==> config.mk <==
export PLATFORM = sky130hd
export DESIGN_NAME = cla_operand_sequencer
export DESIGN_NICKNAME = d
export VERILOG_FILES = /design/src/rtl/cla_seq_pkg.sv /design/src/rtl/cla_result_reg.sv /design/src/rtl/cla_operand_sequencer.sv
export SDC_FILE = /design/constraint.sdc
export NUM_CORES = 1
export LEC_CHECK = 0
export BUFFER_PORTS_ARGS = -buffer_cell sky130_fd_sc_hd__buf_4
export CAP_MARGIN = 20
export CORE_MARGIN = 2
export CORE_UTILIZATION = 51
export DETAILED_ROUTE_END_ITERATION = 8
export PLACE_DENSITY_LB_ADDON = 0.25
export SKIP_CTS_REPAIR_TIMING = 1
export SLEW_MARGIN = 20
export SYNTH_ARGS = -nofsm -noshare
export SYNTH_HDL_FRONTEND = slang
export SYNTH_HIERARCHICAL = 1
export SYNTH_SLANG_ARGS = --single-unit
==> constraint.sdc <==
create_clock -name clk_i -period 2.3 [get_ports clk_i]
set_input_delay 0 -clock clk_i [delete_from_list [all_inputs] [get_ports clk_i]]
set_output_delay 0 -clock clk_i [all_outputs]
set_load 0.01 [all_outputs]
==> src/rtl/cla_seq_pkg.sv <==
// Shared types and default parameters for the carry-lookahead adder operand sequencer.
package cla_seq_pkg;

    localparam int N_DEFAULT       = 16;
    localparam int TIMEOUT_DEFAULT = 64;
    localparam int CNT_W_DEFAULT   = 16;

    typedef enum logic [1:0] {
        IDLE      = 2'd0,
        SEND_A    = 2'd1,
        SEND_B    = 2'd2,
        WAIT_DONE = 2'd3
    } state_e;

endpackage

==> src/rtl/cla_result_reg.sv <==
// Downstream result holding register: sum plus timeout flag behind a valid/ready handshake.
module cla_result_reg #(
    parameter int W = 17
) (
    input  logic         clk_i,
    input  logic         rst_ni,
    input  logic         capture_i,
    input  logic [W-1:0] sum_i,
    input  logic         timeout_i,
    input  logic         ready_i,
    output logic         valid_o,
    output logic [W-1:0] sum_o,
    output logic         timeout_o
);

    logic         valid_q, valid_d;
    logic [W-1:0] sum_q, sum_d;
    logic         timeout_q, timeout_d;

    // A capture on the same edge as a consume keeps valid high with the new data.
    always_comb begin
        valid_d   = valid_q;
        sum_d     = sum_q;
        timeout_d = timeout_q;
        if (capture_i) begin
            valid_d   = 1'b1;
            sum_d     = sum_i;
            timeout_d = timeout_i;
        end else if (valid_q && ready_i) begin
            valid_d = 1'b0;
        end
    end

    always_ff @(posedge clk_i or negedge rst_ni) begin
        if (!rst_ni) begin
            valid_q   <= 1'b0;
            sum_q     <= '0;
            timeout_q <= 1'b0;
        end else begin
            valid_q   <= valid_d;
            sum_q     <= sum_d;
            timeout_q <= timeout_d;
        end
    end

    assign valid_o   = valid_q;
    assign sum_o     = sum_q;
    assign timeout_o = timeout_q;

endmodule

==> src/rtl/cla_operand_sequencer.sv <==
// Serialises operand pairs onto the adder's shared bus, waits for done (or times out)
// and hands the captured sum downstream.
module cla_operand_sequencer
    import cla_seq_pkg::*;
#(
    parameter int N              = N_DEFAULT,
    parameter int TIMEOUT_CYCLES = TIMEOUT_DEFAULT,
    parameter int CNT_W          = CNT_W_DEFAULT
) (
    input  logic             clk_i,
    input  logic             rst_ni,
    input  logic             op_valid_i,
    output logic             op_ready_o,
    input  logic [N-1:0]     op_a_i,
    input  logic [N-1:0]     op_b_i,
    input  logic             op_cin_i,
    output logic             add_start_o,
    output logic [N-1:0]     add_data_o,
    output logic             add_cin_o,
    input  logic             add_done_i,
    input  logic [N:0]       add_result_i,
    output logic             res_valid_o,
    input  logic             res_ready_i,
    output logic [N:0]       res_sum_o,
    output logic             res_timeout_o,
    output logic             busy_o,
    output logic [CNT_W-1:0] txn_count_o
);

    localparam int TW = $clog2(TIMEOUT_CYCLES);
    localparam logic [TW-1:0] TMO_LAST = TW'(TIMEOUT_CYCLES - 1);

    state_e           state_q;
    logic             add_start_q;
    logic [N-1:0]     add_data_q;
    logic             add_cin_q;
    logic [N-1:0]     b_q;
    logic [TW-1:0]    tmo_cnt_q;
    logic [CNT_W-1:0] txn_q, txn_d;

    logic             res_valid;
    logic             op_ready;
    logic             capture;
    logic             capture_timeout;
    logic [N:0]       capture_sum;

    assign op_ready = (state_q == IDLE) && (!res_valid || res_ready_i);

    // add_done only matters in WAIT_DONE; a real done beats a coincident timeout.
    assign capture         = (state_q == WAIT_DONE) && (add_done_i || (tmo_cnt_q == TMO_LAST));
    assign capture_timeout = !add_done_i;
    assign capture_sum     = add_done_i ? add_result_i : '0;

    always_ff @(posedge clk_i or negedge rst_ni) begin
        if (!rst_ni) begin
            state_q     <= IDLE;
            add_start_q <= 1'b0;
            add_data_q  <= '0;
            add_cin_q   <= 1'b0;
            b_q         <= '0;
            tmo_cnt_q   <= '0;
        end else begin
            case (state_q)
                IDLE: begin
                    if (op_valid_i && op_ready) begin
                        add_start_q <= 1'b1;
                        add_data_q  <= op_a_i;
                        add_cin_q   <= op_cin_i;
                        b_q         <= op_b_i;
                        state_q     <= SEND_A;
                    end
                end
                SEND_A: begin
                    add_start_q <= 1'b0;
                    add_data_q  <= b_q;
                    state_q     <= SEND_B;
                end
                SEND_B: begin
                    tmo_cnt_q <= '0;
                    state_q   <= WAIT_DONE;
                end
                WAIT_DONE: begin
                    if (capture) begin
                        state_q <= IDLE;
                    end else begin
                        tmo_cnt_q <= tmo_cnt_q + TW'(1);
                    end
                end
                default: state_q <= IDLE;
            endcase
        end
    end

    always_comb begin
        txn_d = txn_q;
        if (res_valid && res_ready_i) begin
            txn_d = txn_q + CNT_W'(1);
        end
    end

    always_ff @(posedge clk_i or negedge rst_ni) begin
        if (!rst_ni) begin
            txn_q <= '0;
        end else begin
            txn_q <= txn_d;
        end
    end

    cla_result_reg #(
        .W (N + 1)
    ) u_result_reg (
        .clk_i     (clk_i),
        .rst_ni    (rst_ni),
        .capture_i (capture),
        .sum_i     (capture_sum),
        .timeout_i (capture_timeout),
        .ready_i   (res_ready_i),
        .valid_o   (res_valid),
        .sum_o     (res_sum_o),
        .timeout_o (res_timeout_o)
    );

    assign op_ready_o  = op_ready;
    assign res_valid_o = res_valid;
    assign add_start_o = add_start_q;
    assign add_data_o  = add_data_q;
    assign add_cin_o   = add_cin_q;
    assign busy_o      = (state_q != IDLE);
    assign txn_count_o = txn_q;

endmodule

==> results of run 1 <==
==> area by class of cell <==
| cell class | instances | share of cell area (%) |
|---|---|---|
| Clock buffer | 10 | 2.75 |
| Multi-Input combinational cell | 184 | 28.8 |
| Inverter | 9 | 0.676 |
| Tap cell | 80 | 2.00 |
| Sequential cell | 77 | 38.5 |
| Clock inverter | 6 | 1.88 |
| Timing Repair Buffer | 155 | 25.4 |
==> worst max-delay path: cells and delay by family, from the launching register on <==
kind / cells / cell delay, ns
AOI/OAI and AO/OA: 2 / 0.68
adders and majority gates: 1 / 0.25
buffers and inverters: 1 / 0.10
DFF: 1 / 0.39
and+or+nand+nor: 2 / 0.27
==> final timing paths <==
check | from | endpoint | slack (ns) | cells after the start
hold / removal | op_a_i[6] | add_data_o[6] | -0.03 | 3
setup / recovery | state_q[0] | add_data_o[4] | 0.53 | 6
max in group asynchronous | rst_ni | txn_count_o[0] | 1.34 | 2
setup reg to reg | state_q[0] | add_data_o[4] | 0.53 | 6
min in group asynchronous | rst_ni | txn_count_o[10] | 0.33 | 2
hold reg to reg | txn_count_o[15] | txn_count_o[15] | 0.48 | 1
==> cells by family (layout without fill, tap and decap cells) <==
group | Yosys count | count (layout)
xor gates and xnor gates | 15 | 15
DFF | 77 | 77
adders and majority gates | 7 | 7
and+or+nand+nor | 76 | 76
muxes | 55 | 55
buffers and inverters | 20 | 180
AOI/OAI and AO/OA | 31 | 31
==> synth_stat cells, drive strengths merged <==
cell type	instances
and2	19
nor4	1
inv	9
and3b	1
a31o	2
nand2	9
a21oi	17
o211ai	1
mux2i	18
a221oi	1
mux2	37
dfrtp	77
nand3	4
nand2b	1
clkbuf	5
and4	1
a31oi	3
xor2	8
ha	7
nand4	5
a21o	1
o21a	1
nor2	22
xnor2	7
nor2b	3
nor3	4
or3	1
buf	6
o21ai	4
and3	5
o2bb2ai	1
==> sequential cells by signal (all words and copies together), names as in the netlist <==
| signal | count |
|---|---|
| txn_count_o | 16 |
| add_cin_o | 1 |
| b_q | 16 |
| add_start_o | 1 |
| add_data_o | 16 |
| u_result_reg/timeout_o | 1 |
| state_q | 2 |
| u_result_reg/valid_o | 1 |
| tmo_cnt_q | 6 |
| u_result_reg/sum_o | 17 |
==> routing by layer <==
metal  global-route usage (%)  share of wire (%)  up-vias
li1                         -                  -     1283
met1                     26.2                 42     1306
met2                     32.0                 52       79
met3                     5.05                4.8       10
met4                     7.39                1.5        0
met5                        0                  0        -
==> stage by stage <==
stage               setup slack (ns)  cells
detailed placement             0.547    463
CTS                            0.553    479
global route                   0.364    521
floorplan                      0.607    281
finish                         0.533    521
global placement               0.612    463
==> power breakdown <==
part	internal [W]	total, W	switching [W]
Combinational	0.00128	0.00233	0.00105
Sequential	0.00190	0.00225	0.000358
Clock	0.000648	0.00116	0.000515
==> results by group, run 1 <==
Worst setup path
  • CP Launch Type: register
  • Crit end category: register
  • Crit path DAT: 2.04 ns
  • Crit path required time: 2.57 ns
  • Crit-path cells: inv_1 -> ha_1 -> nor2b_1 -> a31o_2 -> nor2_1 -> a21oi_1
  • Crit path max fanout: 32
  • CP max stage delay: 0.52 ns
  • Highest-delay cell along the critical path: a31o_2
  • Crit path kind: reg2reg

Logic synthesis
  • Post-synth top area cell: dfrtp_1
  • Mux share of post-synthesis cell area: 18.2%
  • Net Count, Synth: 343
  • Yosys warning count: 6
  • Synth cell types: 36
  • Sequential fraction of the synthesis area: 55.5%
  • Compound-Gate Fraction of Synth Area: 5.27%
  • Post-Synth XOR/XNOR Area: 3.79%
  • Post-Syn Area: 0.00347 mm²
  • Synth area leaders: dfrtp_1, mux2_2, mux2i_1
  • Synth Register Bits: 77
  • Adder-Cell Fraction of Synth Area: 2.52%
  • Simple-gate area share of the yosys netlist: 11.6%
  • Synth top area share: 55.5%
  • Average size of a mapped cell: 12.3 µm²
  • Syn Inst Count: 281
  • Largest family of logic cells by synthesized area: multiplexers

Cells and area
  • Design area: 0.00500 mm²
  • Ant diodes: 0
  • Filler cell count: 460
  • Util after Layout: 74.9%
  • Multi-input gate area: 0.00144 mm²
  • Area Growth Syn to Fin: 44.1%
  • Most frequent cells in the layout: buf_4, dfrtp_1, dlygate4sd3_1, mux2_2, nor2_1
  • Nets: 498
  • Reg area: 0.00193 mm²
  • Layout cells sized above 1: 39.0%
  • Most common cell after layout, fill and taps aside: buf_4

Detailed routing
  • Antenna violation net count after detailed routing: 0
  • DRC Markers: 0
  • Routed WL per cell: 15.3 µm
  • Vias per std cell: 5.14
  • Detailed Routing Iterations Pass 1: 4
  • Via Count: 2678
  • Post-Route WL: 7.96 mm
  • DR iter-0 viols: 91

GRT
  • Largest net degree at the start of global routing: 78
  • Initial antenna violation count: 0
  • Global router's overall resource usage: 19.9%
  • Grt ovf: 0
  • First-pass GRT wire length: 11.7 mm
  • Vias in the first global route: 2495

STA
  • Hold WS: -0.0347 ns
  • Final hold violation count: 5
  • Fmax: 0.566 GHz
  • Total negative setup slack: 0 ns
  • RSZ-0062 raised after global routing: no
  • Final Setup Violations: 0
  • Final period util: 76.8%
  • Skew final: 0.0102 ns
  • Worst slew pin tran: 0.959 ns
  • Slew margin rel.: 36.1%
  • Tmin final: 1.77 ns
  • Max Transition Viols Final: 0

Placement
  • Port buffer count: 109
  • Routability-driven placement congestion ratio: 0.779
  • DPL Wire Length: 5.04 mm
  • Placed cell areas: 0.00435 mm²

Outcome
  • Status: finished, violations left
  • Violated checks: hold timing

Pwr
  • Lkg Pwr: 2.43 nW
  • PwrDens: 1150 mW/mm²
  • Peak supply drop: 0.585 mV
  • Power, Total: 0.00574 W

Floorplan
  • Die Y-Extent: 86.5 µm
  • Die area: 0.00748 mm²
  • Core Region: 0.00668 mm²
  • Starting Density: 51.9%
  • Die Width: 86.5 µm
  • Num rows: 30
  • I/O pin count: 110

Clock tree
  • Root Driver: clkbuf_8
  • Clock-pin slew on the worst setup and hold paths: 0.08 ns
  • H-tree depth: 3
  • Num CTS Buffers: 9
  • Worst-Skew Late Latency: 0.35 ns
  • CTS tree: done
  • Clock Sinks: 77
  • Clock Tree Buf Depth: 2

Hold path
  • Hold WC Path Type: in2reg

Run
  • MaxCap Viol Count: 0
Power figures use the tool's default switching activity.
==> run 2, diff against run 1 <==
Settings changed: ABC_AREA from default to 1, CORE_UTILIZATION 51 to 47.
Clock period 2.3 ns to 1.55 ns, I/O delays scaled along.
==> results by group, run 2 <==
Outcome
  • Status: finished, violations left
  • Violated checks: hold timing

Hold path
  • WHS Path Cells: 5 (+2)
  • Hold WC Path Type: in2reg
  • Hold path start: add_result_i[4]

STA
  • Final WS setup: 0.000938 ns (-0.533 ns)
  • Slew margin rel.: 75.3% (+39 points)
  • Skew final: 0.0140 ns (+0.00383 ns)
  • Final period util: 99.9% (+23 points)
  • Fmax: 0.646 GHz (+14%)
  • Final hold violation count: 1 (-4)
  • Total negative setup slack: 0 ns (unchanged)
  • Max Transition Viols Final: 0 (unchanged)
  • Hold WS: -0.0434 ns (-0.00870 ns)
  • Final Setup Violations: 0 (unchanged)
  • RSZ-0062 raised after global routing: yes
  • Tmin final: 1.55 ns (-0.217 ns)
  • Worst slew pin tran: 0.371 ns (-0.589 ns)

Worst setup path
  • Crit path kind: reg2reg
  • Worst Setup SP: state_q[0]
  • Crit path depth: 9 (+3)
  • Crit end category: register
  • Crit path max fanout: 8 (-75%)
  • CP Launch Type: register
  • Crit path required time: 1.83 ns (-0.74 ns)
  • Crit path DAT: 1.82 ns (-0.22 ns)
  • R2r endpoint: add_data_o[0]
  • Highest-delay cell along the critical path: dfrtp_1
  • Crit path buf inv count: 3 (+2)
  • Reg2reg start: state_q[0]
  • CP max stage delay: 0.42 ns (-0.10 ns)
  • R2R Setup Slk: 0.0009 ns (-0.53 ns)
  • CP top delay family: flip-flops
  • Crit path capture: add_data_o[0]
  • Worst r2r path cells: 9 (+3)
  • Crit-path cells: inv_2 -> ha_4 -> inv_4 -> a21oi_4 -> nand2_4 -> nand2_8 -> clkbuf_16 -> nor2_2 -> a21oi_2

Floorplan
  • Die Width: 92.9 µm (+7.4%)
  • Starting Density: 48.3% (-3.6 points)
  • Num rows: 32 (+6.7%)
  • Core Region: 0.00769 mm² (+15%)
  • Die Y-Extent: 92.9 µm (+7.4%)
  • I/O pin count: 110 (unchanged)
  • Die area: 0.00863 mm² (+15%)

GRT
  • Grt ovf: 0 (unchanged)
  • Vias in the first global route: 3052 (+22%)
  • Global router's overall resource usage: 20.3% (+0.43 points)
  • Largest net degree at the start of global routing: 51 (-35%)
  • First-pass GRT wire length: 14.0 mm (+19%)
  • Initial antenna violation count: 0 (unchanged)

Logic synthesis
  • Synth area leaders: dfrtp_1, nand2_1, nand3_1
  • Average size of a mapped cell: 8.83 µm² (-29%)
  • Net Count, Synth: 483 (+41%)
  • Ys flop type: dfrtp_1
  • Synth top area share: 51.9% (-3.7 points)
  • Post-synth EDFFs: 0 (unchanged)
  • Synth Register Bits: 77 (unchanged)
  • Post-synth top area cell: dfrtp_1
  • Leading cell type by number of instances after synthesis: nand2_1
  • FFs w/ async S/R, synth: 100% (unchanged)
  • Synth cell types: 30 (-17%)
  • Yosys warning count: 6 (unchanged)
  • Syn Inst Count: 421 (+50%)
  • Sequential fraction of the synthesis area: 51.9% (-3.7 points)
  • Most common library cells after synthesis: nand2_1, dfrtp_1, inv_1
  • Post-Syn Area: 0.00372 mm² (+7.1%)

Pwr
  • Sequential Power Share: 34.5% (-4.7 points)
  • Peak supply drop: 0.898 mV (+53%)
  • PwrDens: 1660 mW/mm² (+44%)
  • Internal power: 0.00592 W (+55%)
  • Switching Fraction: 37.1% (+3.6 points)
  • Logic pwr share: 48.2% (+7.7 points)
  • Lkg Pwr: 2.99 nW (+23%)
  • Switching pwr: 0.00348 W (+81%)
  • Clock share of power: 17.3% (-3.0 points)

Detailed routing
  • DRC Markers: 0 (unchanged)
  • Routed WL per cell: 13.3 µm (-13%)
  • Post-Route WL: 9.47 mm (+19%)
  • Detailed Routing Iterations Pass 1: 4 (unchanged)
  • Via Count: 3381 (+26%)
  • Vias per std cell: 4.76 (-7.4%)
  • DR iter-0 viols: 137 (+51%)
  • Antenna violation net count after detailed routing: 0 (unchanged)

Clock tree
  • Worst-Skew Late Latency: 0.35 ns (about the same)
  • Clock Sinks: 77 (unchanged)
  • Clock Tree Buf Depth: 2 (unchanged)
  • CTS tree: done
  • H-tree depth: 3 (unchanged)
  • Num CTS Buffers: 9 (unchanged)
  • Clock-pin slew on the worst setup and hold paths: 0.08 ns (about the same)
  • Root Driver: clkbuf_8

Cells and area
  • Layout cells sized above 1: 33.1% (-5.9 points)
  • Area Growth Syn to Fin: 52.5%
  • Filler cell count: 584 (+27%)
  • Most frequent cells in the layout: nand2_1, buf_4, dfrtp_1, dlygate4sd3_1, inv_1
  • Ant diodes: 0 (unchanged)
  • Max FFs per register: 17 (unchanged)
  • Post-route insts no fill: 710 (+36%)
  • Nets: 665 (+34%)
  • Most common cell after layout, fill and taps aside: nand2_1

Placement
  • Port buffer count: 109 (unchanged)
  • Dpl ws: -0.236 ns (-0.783 ns)
  • Routability-driven placement congestion ratio: 0.840 (+7.9%)
  • DPL Wire Length: 5.86 mm (+16%)
  • DP Cell Count: 632 (+37%)

Run
  • MaxCap Viol Count: 0 (unchanged)
## run 2: changes by cell type after synthesis, moves of 14 or more
cell and change:
mux2_2 -28, inv_1 +31, nand3_1 +29, a21oi_2 +14
nand2_1 +139, and2_1 -18
## run 2: metal layers
metal / wire length [µm] / global-route usage [%] / up-vias
met3: 536 / 5.53 / 18
met4: 155 / 7.23 / 0
met5: 0 / 0 / -
li1: - / - / 1682
met2: 4810 / 33.9 / 109
met1: 3970 / 25.5 / 1572
## run 2: logic make-up (layout without fill, tap and decap cells)
logic type,Yosys count,count (layout),synth area share (%)
xor+xnor,12,12,2.83
simple gates,225,225,25.4
mux,16,16,4.31
compound gates,26,26,5.29
buf+inv,58,245,8.01
fa+ha+maj,7,7,2.36
flops,77,77,51.9
## run 2: worst min path at each step
stage	slack, ns	to
after floorplan	-0.30	add_cin_o
final	-0.04	u_result_reg/sum_o[4]
after global placement	-0.06	state_q[0]
after CTS	-0.43	u_result_reg/sum_o[11]
after global routing	-0.001	u_result_reg/sum_o[4]
after detailed placement	-0.05	state_q[0]
## run 2: layout make-up
cell class	count	area, µm²	area share [%]
clock buffers	12	135	2.38
clock inverters	4	72.6	1.28
inverters	42	168	2.96
multi-input cells	286	1600	28.2
flip-flops and latches	77	1930	34.0
well taps	102	128	2.25
repair buffers	187	1640	28.9
## run 2: power by group through the flow
stage / clock (W) / combinational (W) / sequential [W]
after global routing: 0.00176 / 0.00497 / 0.00334
after floorplan: 0 / 0.00207 / 0.00340
after CTS: 0.00167 / 0.00369 / 0.00322
after global placement: 0 / 0.00357 / 0.00324
after detailed placement: 0 / 0.00368 / 0.00325
final: 0.00163 / 0.00453 / 0.00324
## run 2: through the flow
step           cell area, µm²  util [%]  total power (W)
2_1_floorplan            3720         -          0.00547
3_3_place_gp             4700      61.1          0.00681
3_5_place_dp             4700      61.1          0.00693
4_1_cts                  4910      63.8          0.00858
5_1_grt                  5670      73.7           0.0101
6_report                 5670      73.7          0.00940
## run 2: worst register-to-register path, stage by stage (launching register included)
cell       delay, ns
dfrtp_1         0.42
inv_2           0.11
ha_4            0.15
inv_4           0.05
a21oi_4         0.18
nand2_4         0.12
nand2_8         0.13
clkbuf_16       0.17
nor2_2          0.05
a21oi_2         0.11
==> run 3, diff against run 2 <==
Settings changed: CELL_PAD_IN_SITES_DETAIL_PLACEMENT from default to 1, CELL_PAD_IN_SITES_GLOBAL_PLACEMENT from default to 2, CORE_UTILIZATION 47 to 27.
==> results by group, run 3 (synthesis results as in run 2) <==
Outcome
  • Status: finished, violations left
  • Violated checks: hold timing, setup timing

Floorplan
  • Die Y-Extent: 121 µm (+31%)
  • Die Width: 121 µm (+31%)
  • Starting Density: 27.8% (-20 points)
  • Die area: 0.0147 mm² (+70%)
  • Core Region: 0.0133 mm² (+74%)
  • Num rows: 42 (+31%)
  • I/O pin count: 110 (unchanged)

Detailed routing
  • DR iter-0 viols: 140 (+2.2%)
  • Vias per std cell: 4.36 (-8.5%)
  • Highest Signal Layer: met4
  • Detailed Routing Iterations Pass 1: 4 (unchanged)
  • Routed WL per cell: 14.0 µm (+5.0%)
  • Post-Route WL: 10.9 mm (+16%)
  • Met2 wire length: 5.30 mm (+10%)
  • DRC Markers: 0 (unchanged)
  • Met1 WL: 4.80 mm (+21%)
  • Met3 Wirelength: 638 µm (+19%)
  • Via Count: 3402 (+0.62%)
  • Antenna violation net count after detailed routing: 0 (unchanged)

Hold path
  • Hold WC Path Type: in2reg
  • Hold path start: add_result_i[9]

Clock tree
  • Num CTS Buffers: 9 (unchanged)
  • Clock-pin slew on the worst setup and hold paths: 0.06 ns (-0.02 ns)
  • Clock Sinks: 77 (unchanged)
  • Worst-Skew Late Latency: 0.34 ns (about the same)
  • Root Driver: clkbuf_16
  • CTS tree: done
  • Clock Tree Buf Depth: 2 (unchanged)
  • H-tree depth: 3 (unchanged)

Worst setup path
  • CP top delay family: flip-flops
  • Crit path required time: 1.82 ns (about the same)
  • Crit end category: register
  • Crit path kind: reg2reg
  • Worst Setup SP: state_q[1]
  • Crit path buf inv count: 3 (unchanged)
  • Highest-delay cell along the critical path: dfrtp_1
  • Crit-path cells: inv_2 -> ha_4 -> inv_4 -> a21oi_4 -> nand2_4 -> nand2_8 -> buf_12 -> nor2_2 -> a21oi_1
  • Reg2reg start: state_q[1]
  • CP max stage delay: 0.43 ns (about the same)
  • Crit path max fanout: 8 (unchanged)
  • Crit path DAT: 1.83 ns (about the same)
  • CP Launch Type: register

Placement
  • Port buffer count: 109 (unchanged)
  • Placed cell areas: 0.00482 mm² (+2.6%)
  • DPL Wire Length: 7.07 mm (+21%)
  • DP Cell Count: 708 (+12%)
  • Routability-driven placement congestion ratio: 0.768 (-8.6%)

GRT
  • First-pass GRT wire length: 15.9 mm (+14%)
  • Grt ovf: 0 (unchanged)
  • Largest net degree at the start of global routing: 78 (+53%)
  • Vias in the first global route: 3245 (+6.3%)
  • Global router's overall resource usage: 14.1% (-6.3 points)
  • Initial antenna violation count: 0 (unchanged)

STA
  • Max Transition Viols Final: 0 (unchanged)
  • RSZ-0062 raised after global routing: yes
  • Final period util: 101% (+0.76 points)
  • Slew margin rel.: 68.8% (-6.5 points)
  • Skew final: 0.00915 ns (-0.00487 ns)
  • Final hold violation count: 7 (+6)
  • Final Setup Violations: 3 (+3)
  • Total negative setup slack: -0.0202 ns (-0.0202 ns)
  • Final WS setup: -0.0109 ns (-0.0118 ns)
  • Hold WS: -0.0558 ns (-0.0124 ns)
  • Tmin final: 1.56 ns (+0.0118 ns)
  • Fmax: 0.641 GHz (-0.76%)
  • Worst slew pin tran: 0.469 ns (+0.0980 ns)

Pwr
  • Peak supply drop: 0.613 mV (-32%)
  • Lkg Pwr: 3.04 nW (+1.7%)
  • PwrDens: 1730 mW/mm² (+4.3%)

Cells and area
  • Ant diodes: 0 (unchanged)
  • Most common cell after layout, fill and taps aside: nand2_1
  • Design area: 0.00583 mm² (+2.9%)
  • Most frequent cells in the layout: nand2_1, buf_4, dfrtp_1, dlygate4sd3_1, inv_1
  • Max FFs per register: 17 (unchanged)
  • Nets: 664 (-0.15%)
  • Layout cells sized above 1: 32.9% (-0.17 points)
  • Post-route insts no fill: 781 (+10%)
  • Area Growth Syn to Fin: 57.0%

Run
  • MaxCap Viol Count: 0 (unchanged)
[run 3: layout make-up]
cell class / instances / area [µm²]
Clock inverter: 3 / 46.3
Clock buffer: 11 / 253
Timing Repair Buffer: 186 / 1640
Sequential cell: 77 / 1930
Inverter: 42 / 168
Tap cell: 176 / 220
Multi-Input combinational cell: 286 / 1580
Fill cell: 1585 / 7510
[run 3: final timing paths]
check | slack (ns) | depth (start not counted) | to
max | -0.01 | 9 | add_data_o[13]
min | -0.06 | 5 | u_result_reg/sum_o[9]
max reg2reg | -0.01 | 9 | add_data_o[13]
min reg2reg | 0.47 | 2 | b_q[9]
max in group asynchronous | 0.95 | 3 | u_result_reg/sum_o[2]
min in group asynchronous | 0.19 | 3 | txn_count_o[11]
[run 3: where the power goes]
group,internal [W],switching (W),leakage (nW)
Clock,0.00132,0.000830,0.144
Combinational,0.00241,0.00230,1.93
Sequential,0.00276,0.000476,0.963
Total,0.00649,0.00361,3.04
[run 3: through the flow]
step / setup WS (ns) / util (%) / power (W) / hold slack, ns
floorplan: 0.00365 / - / 0.00547 / -0.296
global placement: -0.0989 / 36.1 / 0.00707 / 0.0626
detailed placement: -0.123 / 36.1 / 0.00717 / 0.0685
CTS: -0.236 / 38.3 / 0.00937 / -0.302
global route: -0.0895 / 43.7 / 0.0108 / 0.00362
finish: -0.0109 / 43.7 / 0.0101 / -0.0558
[run 3: worst reg2reg max path: cells and delay by family (launching register included)]
family | cells | cell delay, ns
AO/OA/AOI/OAI | 2 | 0.30
AND/OR/NAND/NOR | 3 | 0.30
flip-flops | 1 | 0.43
buffers and inverters | 3 | 0.30
adder cells (fa/ha/maj) | 1 | 0.16
[run 3: per-layer routing]
metal,global-route usage (%),vias up
met3,4.79,13
met4,6.47,0
li1,-,1672
met5,0,-
met2,22.5,79
met1,17.1,1638
